File: config.mk
export PLATFORM = sky130hd
export DESIGN_NAME = gvt_reducer
export DESIGN_NICKNAME = d
export VERILOG_FILES = /design/src/rtl/gvt_reducer_pkg.sv /design/src/rtl/gvt_reducer_min_tree_stage.sv /design/src/rtl/gvt_reducer.sv
export SDC_FILE = /design/constraint.sdc
export NUM_CORES = 2
export LEC_CHECK = 0
export ABC_AREA = 1
export ABC_CLOCK_PERIOD_IN_PS = 101600
export BUFFER_PORTS_ARGS = -buffer_cell sky130_fd_sc_hd__buf_2
export CAP_MARGIN = 10
export CORE_MARGIN = 10
export CORE_UTILIZATION = 40
export CTS_BUF_LIST = sky130_fd_sc_hd__clkbuf_2
export CTS_CLUSTER_DIAMETER = 80
export DETAILED_ROUTE_END_ITERATION = 6
export GPL_TIMING_DRIVEN = 0
export SLEW_MARGIN = 10
export SYNTH_ARGS = -nofsm -noshare
export SYNTH_HDL_FRONTEND = slang
export SYNTH_SLANG_ARGS = --single-unit
export TNS_END_PERCENT = 30
File: constraint.sdc
create_clock -name clk -period 101.6 [get_ports clk]
set_input_delay 20.32 -clock clk [delete_from_list [all_inputs] [get_ports clk]]
set_output_delay 20.32 -clock clk [all_outputs]
set_load 0.03 [all_outputs]
File: src/rtl/gvt_reducer_pkg.sv
// gvt_reducer_pkg: shared virtual-time type, block constants and compare helpers.
package gvt_reducer_pkg;
  localparam int N_TILES = 8;
  localparam int TS_WIDTH = 32;
  localparam int TB_WIDTH = 32;
  localparam int LOG_GVT_PERIOD = 5;
  typedef struct packed {
    logic [TS_WIDTH-1:0] ts;
    logic [TB_WIDTH-1:0] tb;
  } vt_t;
  function automatic logic vt_lt(vt_t a, vt_t b);
    return {a.ts, a.tb} < {b.ts, b.tb};
  endfunction
  function automatic vt_t vt_min(vt_t a, vt_t b);
    return vt_lt(b, a) ? b : a;
  endfunction
endpackage

File: src/rtl/gvt_reducer_min_tree_stage.sv
// min_tree_stage: one registered level of pairwise virtual-time minimum with a valid bit.
module min_tree_stage
  import gvt_reducer_pkg::*;
#(
  parameter int N_OUT = 1
) (
  input  logic                   clk,
  input  logic                   rst,
  input  vt_t  [2*N_OUT-1:0]     d_i,
  input  logic                   v_i,
  output vt_t  [N_OUT-1:0]       q_o,
  output logic                   v_o
);
  vt_t [N_OUT-1:0] q_q;
  logic v_q;
  always_ff @(posedge clk or posedge rst) begin
    if (rst) begin
      v_q <= 1'b0;
      q_q <= '1;
    end else begin
      v_q <= v_i;
      for (int i = 0; i < N_OUT; i++) q_q[i] <= vt_min(d_i[2*i], d_i[2*i+1]);
    end
  end
  assign q_o = q_q;
  assign v_o = v_q;
endmodule

File: src/rtl/gvt_reducer.sv
// gvt_reducer: periodic snapshot of tile LVTs reduced to a global virtual time by a pipelined min tree.
// Build option GVT_MONOTONIC_CHECK_EN rejects GVT regressions and raises a sticky gvt_err.
module gvt_reducer #(
  parameter int N_TILES = gvt_reducer_pkg::N_TILES,
  parameter int LOG_GVT_PERIOD = gvt_reducer_pkg::LOG_GVT_PERIOD
) (
  input  logic                                         clk,
  input  logic                                         rst,
  input  logic                                         pause,
  input  logic [N_TILES*gvt_reducer_pkg::TS_WIDTH-1:0] lvt_ts,
  input  logic [N_TILES*gvt_reducer_pkg::TB_WIDTH-1:0] lvt_tb,
  input  logic [N_TILES-1:0]                           lvt_valid,
  output logic [gvt_reducer_pkg::TS_WIDTH-1:0]         gvt_ts,
  output logic [gvt_reducer_pkg::TB_WIDTH-1:0]         gvt_tb,
  output logic                                         gvt_valid,
  output logic                                         gvt_err,
  output logic [15:0]                                  skipped_periods
);
  import gvt_reducer_pkg::*;
  localparam int D = $clog2(N_TILES);
  localparam int NP = 1 << D;
  logic [LOG_GVT_PERIOD-1:0] cnt_q, cnt_d;
  logic [15:0] skip_q, skip_d;
  vt_t [NP-1:0] slot, snap_q, snap_d;
  vt_t [D:0][NP-1:0] lvl;
  logic [D:0] lvl_v;
  logic snap_v_q, snap_v_d, wrap, all_valid, load;
  vt_t gvt_q, gvt_d;
  for (genvar i = 0; i < NP; i++) begin : g_slot
    if (i < N_TILES) begin : g_tile
      assign slot[i] = {lvt_ts[i*TS_WIDTH +: TS_WIDTH], lvt_tb[i*TB_WIDTH +: TB_WIDTH]};
    end else begin : g_pad
      assign slot[i] = '1;
    end
  end
  assign lvl[0] = snap_q;
  assign lvl_v[0] = snap_v_q;
  for (genvar l = 0; l < D; l++) begin : g_lvl
    min_tree_stage #(.N_OUT(NP >> (l + 1))) u_stage (
      .clk (clk),
      .rst (rst),
      .d_i (lvl[l][(NP>>l)-1:0]),
      .v_i (lvl_v[l]),
      .q_o (lvl[l+1][(NP>>(l+1))-1:0]),
      .v_o (lvl_v[l+1])
    );
    assign lvl[l+1][NP-1:(NP>>(l+1))] = '1;
  end
  // Commit is combinational on the last tree level so the pulse lands D+1 cycles after the snapshot.
`ifdef GVT_MONOTONIC_CHECK_EN
  logic err_q, err_d;
  always_comb begin
    load = lvl_v[D] && !vt_lt(lvl[D][0], gvt_q);
    err_d = err_q || (lvl_v[D] && vt_lt(lvl[D][0], gvt_q));
  end
  always_ff @(posedge clk or posedge rst) begin
    if (rst) err_q <= 1'b0;
    else err_q <= err_d;
  end
  assign gvt_err = err_q;
`else
  assign load = lvl_v[D];
  assign gvt_err = 1'b0;
`endif
  always_comb begin
    all_valid = &lvt_valid;
    wrap = !pause && (cnt_q == '1);
    cnt_d = pause ? cnt_q : cnt_q + 1'b1;
    snap_v_d = wrap && all_valid;
    snap_d = snap_v_d ? slot : snap_q;
    skip_d = (wrap && !all_valid && skip_q != 16'hFFFF) ? skip_q + 16'd1 : skip_q;
    gvt_d = load ? lvl[D][0] : gvt_q;
  end
  always_ff @(posedge clk or posedge rst) begin
    if (rst) begin
      cnt_q <= '0;
      skip_q <= '0;
      snap_v_q <= 1'b0;
      snap_q <= '1;
      gvt_q <= '0;
    end else begin
      cnt_q <= cnt_d;
      skip_q <= skip_d;
      snap_v_q <= snap_v_d;
      snap_q <= snap_d;
      gvt_q <= gvt_d;
    end
  end
  assign gvt_ts = gvt_d.ts;
  assign gvt_tb = gvt_d.tb;
  assign gvt_valid = load;
  assign skipped_periods = skip_q;
endmodule
==> run summary <==
status: finished, final reports clean
Worst R2R End: lvl[159]
Reg area: 0.0275 mm²
Critical Path Start Type: flip-flop
vias per cell: 4.93
1st-iter DRT viols: 2,773
Async SR Flop Fraction: 100%
R2R Setup Slk: 98,200 ps
setup_tns: 0 ps
Clock Path Buffers: 4
initial antenna violation count: 15
Post-synth top flop: dfstp_2
worst hold-check path type: reg2reg
Hold Crit Endpoint: g_lvl[2].u_stage.v_o
Syn Area/Cell: 8.96 µm²
Worst Hold Path Cells: 0
area occupied by multi-input gates: 0.0220 mm²
overall die area: 0.148 mm²
EDFF count, synth: 0
hold_sp: g_lvl[1].u_stage.v_o
Slew headroom: 16.7%
grt total ovfl: 0
final net count: 7,815
drt drc: 0
Worst-path clk slew: 100 ps
worst vdd ir: 0.00963 mV
pwr dens: 13.6 mW/mm²
number of fill cells in the layout: 13.0k
Synth cell types: 37
Pre-antenna DRT Iters: 6
clock latency on the worst-skew pair: 1680 ps
Post-CTS Setup Bufs: 0
# rows: 133
GRT Overall Usage: 23.5%
Initial Utilization: 40.3%
H-tree level count: 5
Max Slew Vio Count: 0
Setup CP Type: reg2out
top-count cell post-synth: nand2_1
placed insts: 8,295
Final Setup Violations: 0
cell area after synthesis: 0.0531 mm²
num ports: 605
vias in the first global route: 44.8k
non-filler instance count after layout: 8,821
CP Max Fanout: 10
GPL Wtd Cong: 0.899
fin crit period: 24,130 ps
antenna-violating nets left: 0
Wirelength per Cell: 20.0 µm
RR Startpoint: cnt_q[1]
layout cell share with drive strength beyond 1: 34.8%
Critical Path AT: 3810 ps
CTS buffer count: 306
Worst Path Required: 81,280 ps
Mapped Cells: 5,927
unrepaired setup endpoints after global routing: false
Die Ht: 384 µm
Yosys reg bits: 1,049
largest net degree at the start of global routing: 120
Yosys top cell area share: 47.5%
Final Hold Viols: 0
P_leak: 32.7 nW
PortBufs: 603
clk_skew: 173 ps
CTS resizes: 0
Final Cycle Share: 23.8%
fmax: 0.0414 GHz
largest area contributor in the netlist: dfstp_2
core area: 0.132 mm²
CTS root buffer: clkbuf_2
Yosys warnings: 0
share of the yosys chip area belonging to registers: 51.7%
TritonCTS clock tree: yes
Crit. End Element: output port
clock sink total: 1,049
first-pass GRT wire length: 264 mm
Layout area overhead: 15.3%
max_cap viols: 0
Die X-Extent: 384 µm
hold_buf cts: 0
DRT Wirelength: 176 mm
Final HPWL DP: 136 mm
top cells by area, synth: dfstp_2 (47%), nand2_1 (16%), ha_1 (10%), dfrtp_1 (4.2%), inv_1 (3.8%)
DR vias: 43.5k
synth cell count leaders: nand2_1 (2,288), dfstp_2 (960), inv_1 (535)
Syn Nets: 6,894
cells on worst reg2reg path: 11
Tightest Pin Transition: 1250 ps
-- worst max path at each step --
stage | startpoint | endpoint | cells past startpoint
after floorplan | rst | cnt_q[0] | 1
after global placement | rst | gvt_q[13] | 2
after detailed placement | lvt_valid[7] | lvl[159] | 7
after CTS | g_lvl[2].u_stage.v_o | gvt_tb[27] | 4
after global routing | g_lvl[2].u_stage.v_o | gvt_tb[25] | 4
final | g_lvl[2].u_stage.v_o | gvt_tb[29] | 4
-- cells in the final DEF, fill, tap and decap left out, types with 7 or more instances in the layout --
cell         n
nand3_1    371
nor3_1      23
dfstp_2    960
nor2_2       7
nand2_1   2288
buf_2      726
xnor2_1      9
xor2_1       8
inv_1      534
nand3_2    122
ha_1       444
diode_2     14
clkbuf_2   437
buf_4       46
buf_6       33
a21oi_1    214
o21ai_1     90
clkbuf_1    52
clkinv_2    14
nand4_1     42
inv_2        7
o21ai_0    236
buf_16      10
dfrtp_1     89
nor2_1     128
mux2_2      64
clkinv_1    51
-- per-layer routing --
layer	wire length, µm	global-route usage, %	up-vias
met5	0	0	-
met4	6830	10.3	0
met3	10800	4.97	376
met2	80600	36.9	1358
met1	78200	31.0	20800
li1	-	-	20900
-- cells by family after synthesis --
group	Yosys count	synth area share, %
flip-flops	1049	51.7
AND/OR/NAND/NOR	3001	24.0
AO/OA/AOI/OAI	555	5.31
other	1	0.00706
multiplexers	64	1.36
buffers and inverters	796	6.89
XOR/XNOR	17	0.280
adder cells (fa/ha/maj)	444	10.5
-- sequential cells by signal, indices dropped and copies added, names as in the netlist --
register           count
lvl                  512
g_lvl.u_stage.q_o    448
gvt_q                 64
skipped_periods       16
cnt_q                  5
g_lvl.u_stage.v_o      3
snap_v_q               1
-- power by group --
part | total [mW] | leakage [nW] | internal, mW | switching, mW
clock network | 0.309 | 2.02 | 0.122 | 0.187
logic | 0.0937 | 19.5 | 0.0278 | 0.0659
registers | 0.429 | 11.2 | 0.426 | 0.00313
-- area by class of cell --
cell class | instances | area share [%]
repair buffers | 613 | 5.38
flip-flops and latches | 1049 | 44.8
diodes | 14 | 0.0572
inverters | 535 | 3.29
clock buffers | 436 | 3.56
multi-input cells | 4082 | 35.9
well taps | 1755 | 3.59
plain buffers | 261 | 2.70
clock inverters | 76 | 0.630
-- worst max-delay path, stage by stage, from the launching register on --
cell and delay, ps:
dfrtp_1 360, clkbuf_1 770, buf_2 430, mux2_2 390
buf_2 220
-- per-stage QoR --
step	total power, mW	hold WS, ps	utilization, %	instance area (µm²)	worst slack, ps
3_3_place_gp	0.524	338	44.3	58300	41430
2_1_floorplan	0.488	331	-	53100	53340
3_5_place_dp	0.529	337	44.5	58600	78660
5_1_grt	0.876	359	46.5	61200	77130
4_1_cts	0.844	357	46.5	61200	77180
6_report	0.831	358	46.5	61200	77470
(Power assumes the default switching activity.)
